<file path="src/rtl/regfile_sb.sv">
// regfile_sb: register file with a per-register pending-producer scoreboard
// and a three-bit condition flag register {N,O,Z}.
//
// Register 0 is hardwired to zero and can never be marked pending. Reads are
// combinational and bypass a same-cycle writeback. The scoreboard bit of a
// register is set when a producer is issued to it and cleared by the matching
// writeback. If both happen on the same edge the set wins, because the issue
// belongs to a newer producer.
//
// Ports
//   clk       single clock, rising edge
//   rst       asynchronous reset, active high
//   rd_addr   NUM_RD packed read addresses, port i at [i*ADDR_W +: ADDR_W]
//   rd_data   NUM_RD packed read data, port i at [i*DATA_W +: DATA_W]
//   rd_busy   bit i set while port i addresses a register still pending
//   wr_en     writeback enable
//   wr_addr   writeback destination
//   wr_data   writeback data
//   iss_en    reserve iss_addr as a pending destination
//   iss_addr  register to reserve
//   iss_err   the issue targets a register that is already pending
//   flag_in   new flag values {N,O,Z}
//   flag_en   per-flag update enables
//   flag_out  registered flags {N,O,Z}
module regfile_sb #(
   parameter int DATA_W = 16,
   parameter int ADDR_W = 4,
   parameter int NUM_RD = 2
) (
   input  logic                     clk,
   input  logic                     rst,
   input  logic [NUM_RD*ADDR_W-1:0] rd_addr,
   output logic [NUM_RD*DATA_W-1:0] rd_data,
   output logic [NUM_RD-1:0]        rd_busy,
   input  logic                     wr_en,
   input  logic [ADDR_W-1:0]        wr_addr,
   input  logic [DATA_W-1:0]        wr_data,
   input  logic                     iss_en,
   input  logic [ADDR_W-1:0]        iss_addr,
   output logic                     iss_err,
   input  logic [2:0]               flag_in,
   input  logic [2:0]               flag_en,
   output logic [2:0]               flag_out
);

   localparam int NUM_REGS = 2 ** ADDR_W;

   logic [DATA_W-1:0]   regs [NUM_REGS];
   logic [NUM_REGS-1:0] sb;
   logic [NUM_REGS-1:0] sb_nxt;
   logic                wr_valid;
   logic                iss_valid;

   assign wr_valid  = wr_en && (wr_addr != '0);
   assign iss_valid = iss_en && (iss_addr != '0);

   // Clear on writeback first, then set on issue, so a same-edge issue wins.
   always_comb begin
      sb_nxt = sb;
      if (wr_en) begin
         sb_nxt[wr_addr] = 1'b0;
      end
      if (iss_valid) begin
         sb_nxt[iss_addr] = 1'b1;
      end
   end

   always_ff @(posedge clk or posedge rst) begin
      if (rst) begin
         for (int r = 0; r < NUM_REGS; r++) begin
            regs[r] <= '0;
         end
         sb       <= '0;
         flag_out <= '0;
      end else begin
         if (wr_valid) begin
            regs[wr_addr] <= wr_data;
         end
         sb       <= sb_nxt;
         flag_out <= (flag_out & ~flag_en) | (flag_in & flag_en);
      end
   end

   // A writeback resolves the pending state in the same cycle it arrives.
   assign iss_err = iss_valid && sb[iss_addr] && !(wr_en && (wr_addr == iss_addr));

   for (genvar i = 0; i < NUM_RD; i++) begin : g_rd
      logic [ADDR_W-1:0] ra;
      logic              hit;

      assign ra  = rd_addr[i*ADDR_W +: ADDR_W];
      assign hit = wr_en && (wr_addr == ra);

      // Register 0 is never written and the bypass excludes it, so it reads 0.
      // The bypass is held off during reset so reads stay at zero.
      assign rd_data[i*DATA_W +: DATA_W] = (!rst && hit && wr_valid) ? wr_data : regs[ra];
      assign rd_busy[i]                  = sb[ra] && !hit;
   end

endmodule

</file>
<file path="config.mk">
export PLATFORM = sky130hd
export DESIGN_NAME = regfile_sb
export DESIGN_NICKNAME = d
export VERILOG_FILES = /design/src/rtl/regfile_sb.sv
export SDC_FILE = /design/constraint.sdc
export NUM_CORES = 1
export LEC_CHECK = 0
export BUFFER_PORTS_ARGS = -buffer_cell sky130_fd_sc_hd__clkbuf_2
export CORE_MARGIN = 2
export CORE_UTILIZATION = 40
export DETAILED_ROUTE_END_ITERATION = 12
export HOLD_SLACK_MARGIN = 0.05
export SLEW_MARGIN = 30
export SYNTH_ARGS = -nofsm -noshare
export SYNTH_HDL_FRONTEND = slang
export SYNTH_SLANG_ARGS = --single-unit
</file>
<file path="constraint.sdc">
create_clock -name clk -period 10.65 [get_ports clk]
set_input_delay 0 -clock clk [delete_from_list [all_inputs] [get_ports clk]]
set_output_delay 0 -clock clk [all_outputs]
set_load 0.01 [all_outputs]
</file>
# Word-level counts from Yosys, hierarchy flattened
# Index checks and enable logic that the tools add are counted.
classes:
  n_lt_le_gt_ge: 10
  bitwise: 10
  n_reduce_logical: 22
  eq_ne: 3
  muxes: 23
op_table:
  columns: ["op", "count"]
  rows:
  - ["$bwmux W256", 1]
  - ["$mux W16", 9]
  - ["$bmux W16 S4", 2]
  - ["$demux W16 S4", 1]
  - ["$lt A4 B5 Y1 const B", 4]
  - ["$and A16 B16 Y16", 1]
  - ["$logic_and A1 B1 Y1", 16]
  - ["$not A16 Y16", 1]
  - ["$or A16 B16 Y16", 1]
  - ["$ge A5 B5 Y1 const B", 3]
  - ["$not A4 Y5", 3]
  - ["$bmux W1 S4", 3]
  - ["$eq A4 B4 Y1", 3]
  - ["$demux W1 S4", 2]
  - ["$ge A4 B1 Y1 const B", 2]
  - ["$reduce_bool A4 Y1", 2]
  - ["$and A3 B3 Y3", 2]
  - ["$lt A5 B1 Y1 const B", 1]
  - ["$mux W1", 5]
  - ["$logic_not A1 Y1", 4]
  - ["$not A3 Y3", 1]
  - ["$or A3 B3 Y3", 1]
totals:
  regBits: 275
  out_inout_bits: 38
  input_bits: 42
  wordCells: 86

# Longest topological paths before layout
logic_depth:
  word_depth: 9
  depth_mapped: 8
  ltp_nobuf: 4

# Worst setup path before layout
# OpenSTA, ideal clock, no wires.
synth_timing:
  path_kind: "in2out"
  start: "in rst"
  end: "out rd_data[10]"
  required_time_ns: 10.650
  path_stages: 6
  arrival_ns: 7.114
  path_slack_ns: 3.536
  path_cell_list: "inv_1 nand3_1 or3_1 buf_6 buf_12 mux2_4"
synth_via:
  elab_chain_len: 4
synth_rtl:
  columns: ["item", "line_no", "source"]
  rows:
  - ["start: declaration", "31", "input logic rst,"]
  - ["$logic_not A1 Y1", "96", "assign rd_data[i*DATA_W +: DATA_W] = (!rst && hit && wr_valid) ? wr_data : regs[ra];"]
  - ["$logic_and A1 B1 Y1 (2 in a row)", "96", null]
  - ["$mux W16", "96", null]
  - ["end: declaration", "33", "output logic [NUM_RD*DATA_W-1:0] rd_data,"]
# No other way between the ends.

# Worst setup path after layout
layout_timing:
  start: "in rst"
  end: "out rd_data[31]"
# Same word-level chain as after synthesis.

==> flow_metrics.env <==
export IMPL_status="finished clean"
export IMPL_hold_class="in -> reg"
export IMPL_antenna_found_initial=0
export IMPL_skew_ns=0
export IMPL_rows=72
export IMPL_synthesis_area_um2=15600
export IMPL_switching_share=0.271
export IMPL_syn_inst=1069
export IMPL_p_sw_uw=909
export IMPL_cp_cell_sequence="dlygate4sd3_1, clkbuf_2, inv_8, nand3_1, or3_1, buf_4, mux2_2, clkbuf_2"
export IMPL_yosysSeqAreaShare=0.441
export IMPL_syn_avg_cell_area_um2=14.6
export IMPL_synth_flop_cell="dfrtp_1"
export IMPL_synth_edf_count=0
export IMPL_dpl_worst_slack_ns=7.79
export IMPL_yosys_top_cells_area="dfrtp_1, mux2_2, mux4_2"
export IMPL_routed_via_density=5.95
export IMPL_drtIter0Drc=705
export IMPL_crit_top_cell="clkbuf_2"
export IMPL_yosys_area_top_type="dfrtp_1"
export IMPL_clk_pin_slew_worst_paths_ns=0.05
export IMPL_power_total_mw=3.36
export IMPL_p_leak_nw=7.50
export IMPL_tightest_slew_ns=1.02
export IMPL_gp_congestion=0.758
export IMPL_core_um2=38600
export IMPL_drc=0
export IMPL_grt_total_usage=0.215
export IMPL_slew_violations=0
export IMPL_grt_ovfl_total=0
export IMPL_num_vias=9863
export IMPL_ant_nets=0
export IMPL_slowest_delay_ns=0.77
export IMPL_grt_max_degree=181
export IMPL_cts_max_level=2
export IMPL_wirelength_um=43400
export IMPL_comb_power_share=0.228
export IMPL_die_area_um2=40600
export IMPL_crit_fanout=97
export IMPL_cts_root_buffer="clkbuf_16"
export IMPL_finalSetupViolCount=0
export IMPL_worst_setup_path_type="in -> out"
export IMPL_multi_input_area_um2=7980
export IMPL_cts_sinks=275
export IMPL_clockBufferDepth=3
export IMPL_yosysWarningCount=0
export IMPL_path_delay_family="buffers and inverters"
export IMPL_cts_made_buffers=35
export IMPL_max_freq_mhz=327
export IMPL_pwr_density_cell_nw_per_um2=191
export IMPL_p_seq_frac=0.429
export IMPL_setup_tns_final_ns=0
export IMPL_synth_nets=1111
export IMPL_p_clk_frac=0.343
export IMPL_ys_ff_latch=275
export IMPL_cp_num_buf_inv=5
export IMPL_rsz0062_at_grt="no"
export IMPL_relSlewSlack=0.320
export IMPL_num_antenna_cells=0
export IMPL_min_period_ns=3.05
export IMPL_synth_top_area_share=0.441
export IMPL_async_reset_ff_frac=1.00
export IMPL_first_pass_iters=4
export IMPL_die_w_um=202
export IMPL_p_int_mw=2.45
export IMPL_period_share=0.287
export IMPL_chipHeight_um=202
export IMPL_setup_ws_ns=7.60
export IMPL_cts_tree="done"
export IMPL_hpwl_um=24600
export IMPL_io_pins=80
export IMPL_ir_drop_v=0.000130
export IMPL_worstSetupStartpointType="input port"
export IMPL_clk_latency_ns=0.51
export IMPL_register_area_um2=6880
export IMPL_fillCellCount=3539
export IMPL_port_buffers=79
export IMPL_critPathSlowestCell="or3_1"
export IMPL_critical_path_required_ns=10.65
export IMPL_routedWlPerCell_um=26.1
export IMPL_ys_types=42
export IMPL_grt_pass1_wl_um=65800
export IMPL_hold_violations=0
export IMPL_start_util=0.405
export IMPL_critical_path_arrival_ns=3.05
export IMPL_grt_pass1_vias=10400
export IMPL_place_area_um2=16100
export IMPL_post_cts_setup_buffer_count=0
export IMPL_layout_nets=1162
export IMPL_drive_above_1_share=0.476
export IMPL_fin_cells=1659
export IMPL_cap_violations=0
export IMPL_placed_cells=1570
export IMPL_stdcell_area_um2=17600
export IMPL_area_growth_syn_to_layout_pct=12.5
export IMPL_end_kind="primary output"
==> synth_stat cells (all sizes together) (2+ instances only) <==
cell and n:
xnor2 9, a211oi 4, nand2b 5, mux2 275, clkbuf 45, mux4 111, a221o 30, or3 4
nand3b 3, nor2 16, nand2 9, dfrtp 275, o22ai 30, mux2i 98, and2b 2, a32o 4
nor2b 35, o21ai 19, nand3 6, xor2 3, buf 73, inv 6
==> power by group through the flow <==
stage / Combinational, mW / Clock (mW) / Sequential [mW]
finish: 0.766 / 1.15 / 1.44
global route: 0.826 / 1.23 / 1.47
CTS: 0.772 / 1.18 / 1.44
detailed placement: 0.759 / 0 / 1.45
global placement: 0.748 / 0 / 1.44
floorplan: 0.615 / 0 / 1.40
==> state kept, by name (all words and copies together), names as in the netlist, named ones only <==
signal and cells:
regs 256, sb 16
==> per-stage QoR <==
step	hold slack (ns)	utilization
4_1_cts	0.0620	0.455
3_3_place_gp	0.172	0.418
5_1_grt	0.101	0.456
2_1_floorplan	0.152	-
3_5_place_dp	0.177	0.418
6_report	0.0632	0.456
==> cells in the final DEF, fill, tap and decap left out, types with 2 or more instances in the layout <==
| cell type | n |
|---|---|
| a211oi_1 | 4 |
| a221o_1 | 30 |
| a32o_1 | 4 |
| buf_4 | 25 |
| clkbuf_1 | 9 |
| clkbuf_16 | 37 |
| clkbuf_2 | 75 |
| clkbuf_8 | 8 |
| clkinv_2 | 2 |
| dfrtp_1 | 275 |
| dlygate4sd3_1 | 30 |
| inv_1 | 3 |
| inv_2 | 2 |
| mux2_1 | 9 |
| mux2_2 | 246 |
| mux2_4 | 20 |
| mux2i_1 | 98 |
| mux4_1 | 2 |
| mux4_2 | 109 |
| nand2_1 | 9 |
| nand2b_1 | 4 |
| nand3_1 | 5 |
| nand3b_1 | 2 |
| nor2_1 | 7 |
| nor2_2 | 4 |
| nor2_4 | 5 |
| nor2b_1 | 34 |
| o21ai_0 | 19 |
| o22ai_1 | 30 |
| or3_1 | 4 |
| xnor2_1 | 9 |
| xor2_1 | 3 |
==> what timing repair did <==
item | 4_1_cts | 5_1_grt
endpoints found under the hold margin | 352 | 0
resized for setup | 0 | 0
hold buffers | 30 | 0
==> path summary, 6_finish.rpt <==
path / from / to / slack [ns] / cells past startpoint
max: rst / rd_data[31] / 7.60 / 8
min: wr_addr[0] / sb[0]$_DFF_PP0_ / 0.06 / 3
max reg2reg: flip-flop / flip-flop / 9.36 / 2
min reg2reg: regs[243]$_DFFE_PP0P_ / regs[243]$_DFFE_PP0P_ / 0.39 / 0
max in group asynchronous: rst / regs[60]$_DFFE_PP0P_ / 9.05 / 5
min in group asynchronous: rst / asynchronous set/reset pin / 0.16 / 3
==> cell families after synthesis <==
kind of cell    after synthesis  synth area share
xor+xnor                     12           0.00673
buf+inv                     124            0.0503
compound gates               89            0.0428
flops                       275             0.441
simple gates                 85            0.0325
mux                         484             0.427
==> layer usage <==
layer | GRT usage | up-vias | part of all wire
met4 | 0.0709 | 0 | 0.032
met2 | 0.352 | 315 | 0.48
met3 | 0.0369 | 83 | 0.052
li1 | - | 4194 | -
met1 | 0.293 | 5271 | 0.43
met5 | 0 | - | 0
==> worst reg2reg max path: stages (launching register included) <==
cell	delay, ns
dfrtp_1	0.37
mux2_2	0.25
dlygate4sd3_1	0.55
==> layout make-up <==
cell class | count | area share
clock inverter | 4 | 0.00271
multi-input combinational | 670 | 0.454
tap | 518 | 0.0369
inverter | 6 | 0.00171
sequential | 275 | 0.392
clock buffer | 54 | 0.0609
timing repair buffer | 132 | 0.0519
(Power assumes the default switching activity.)
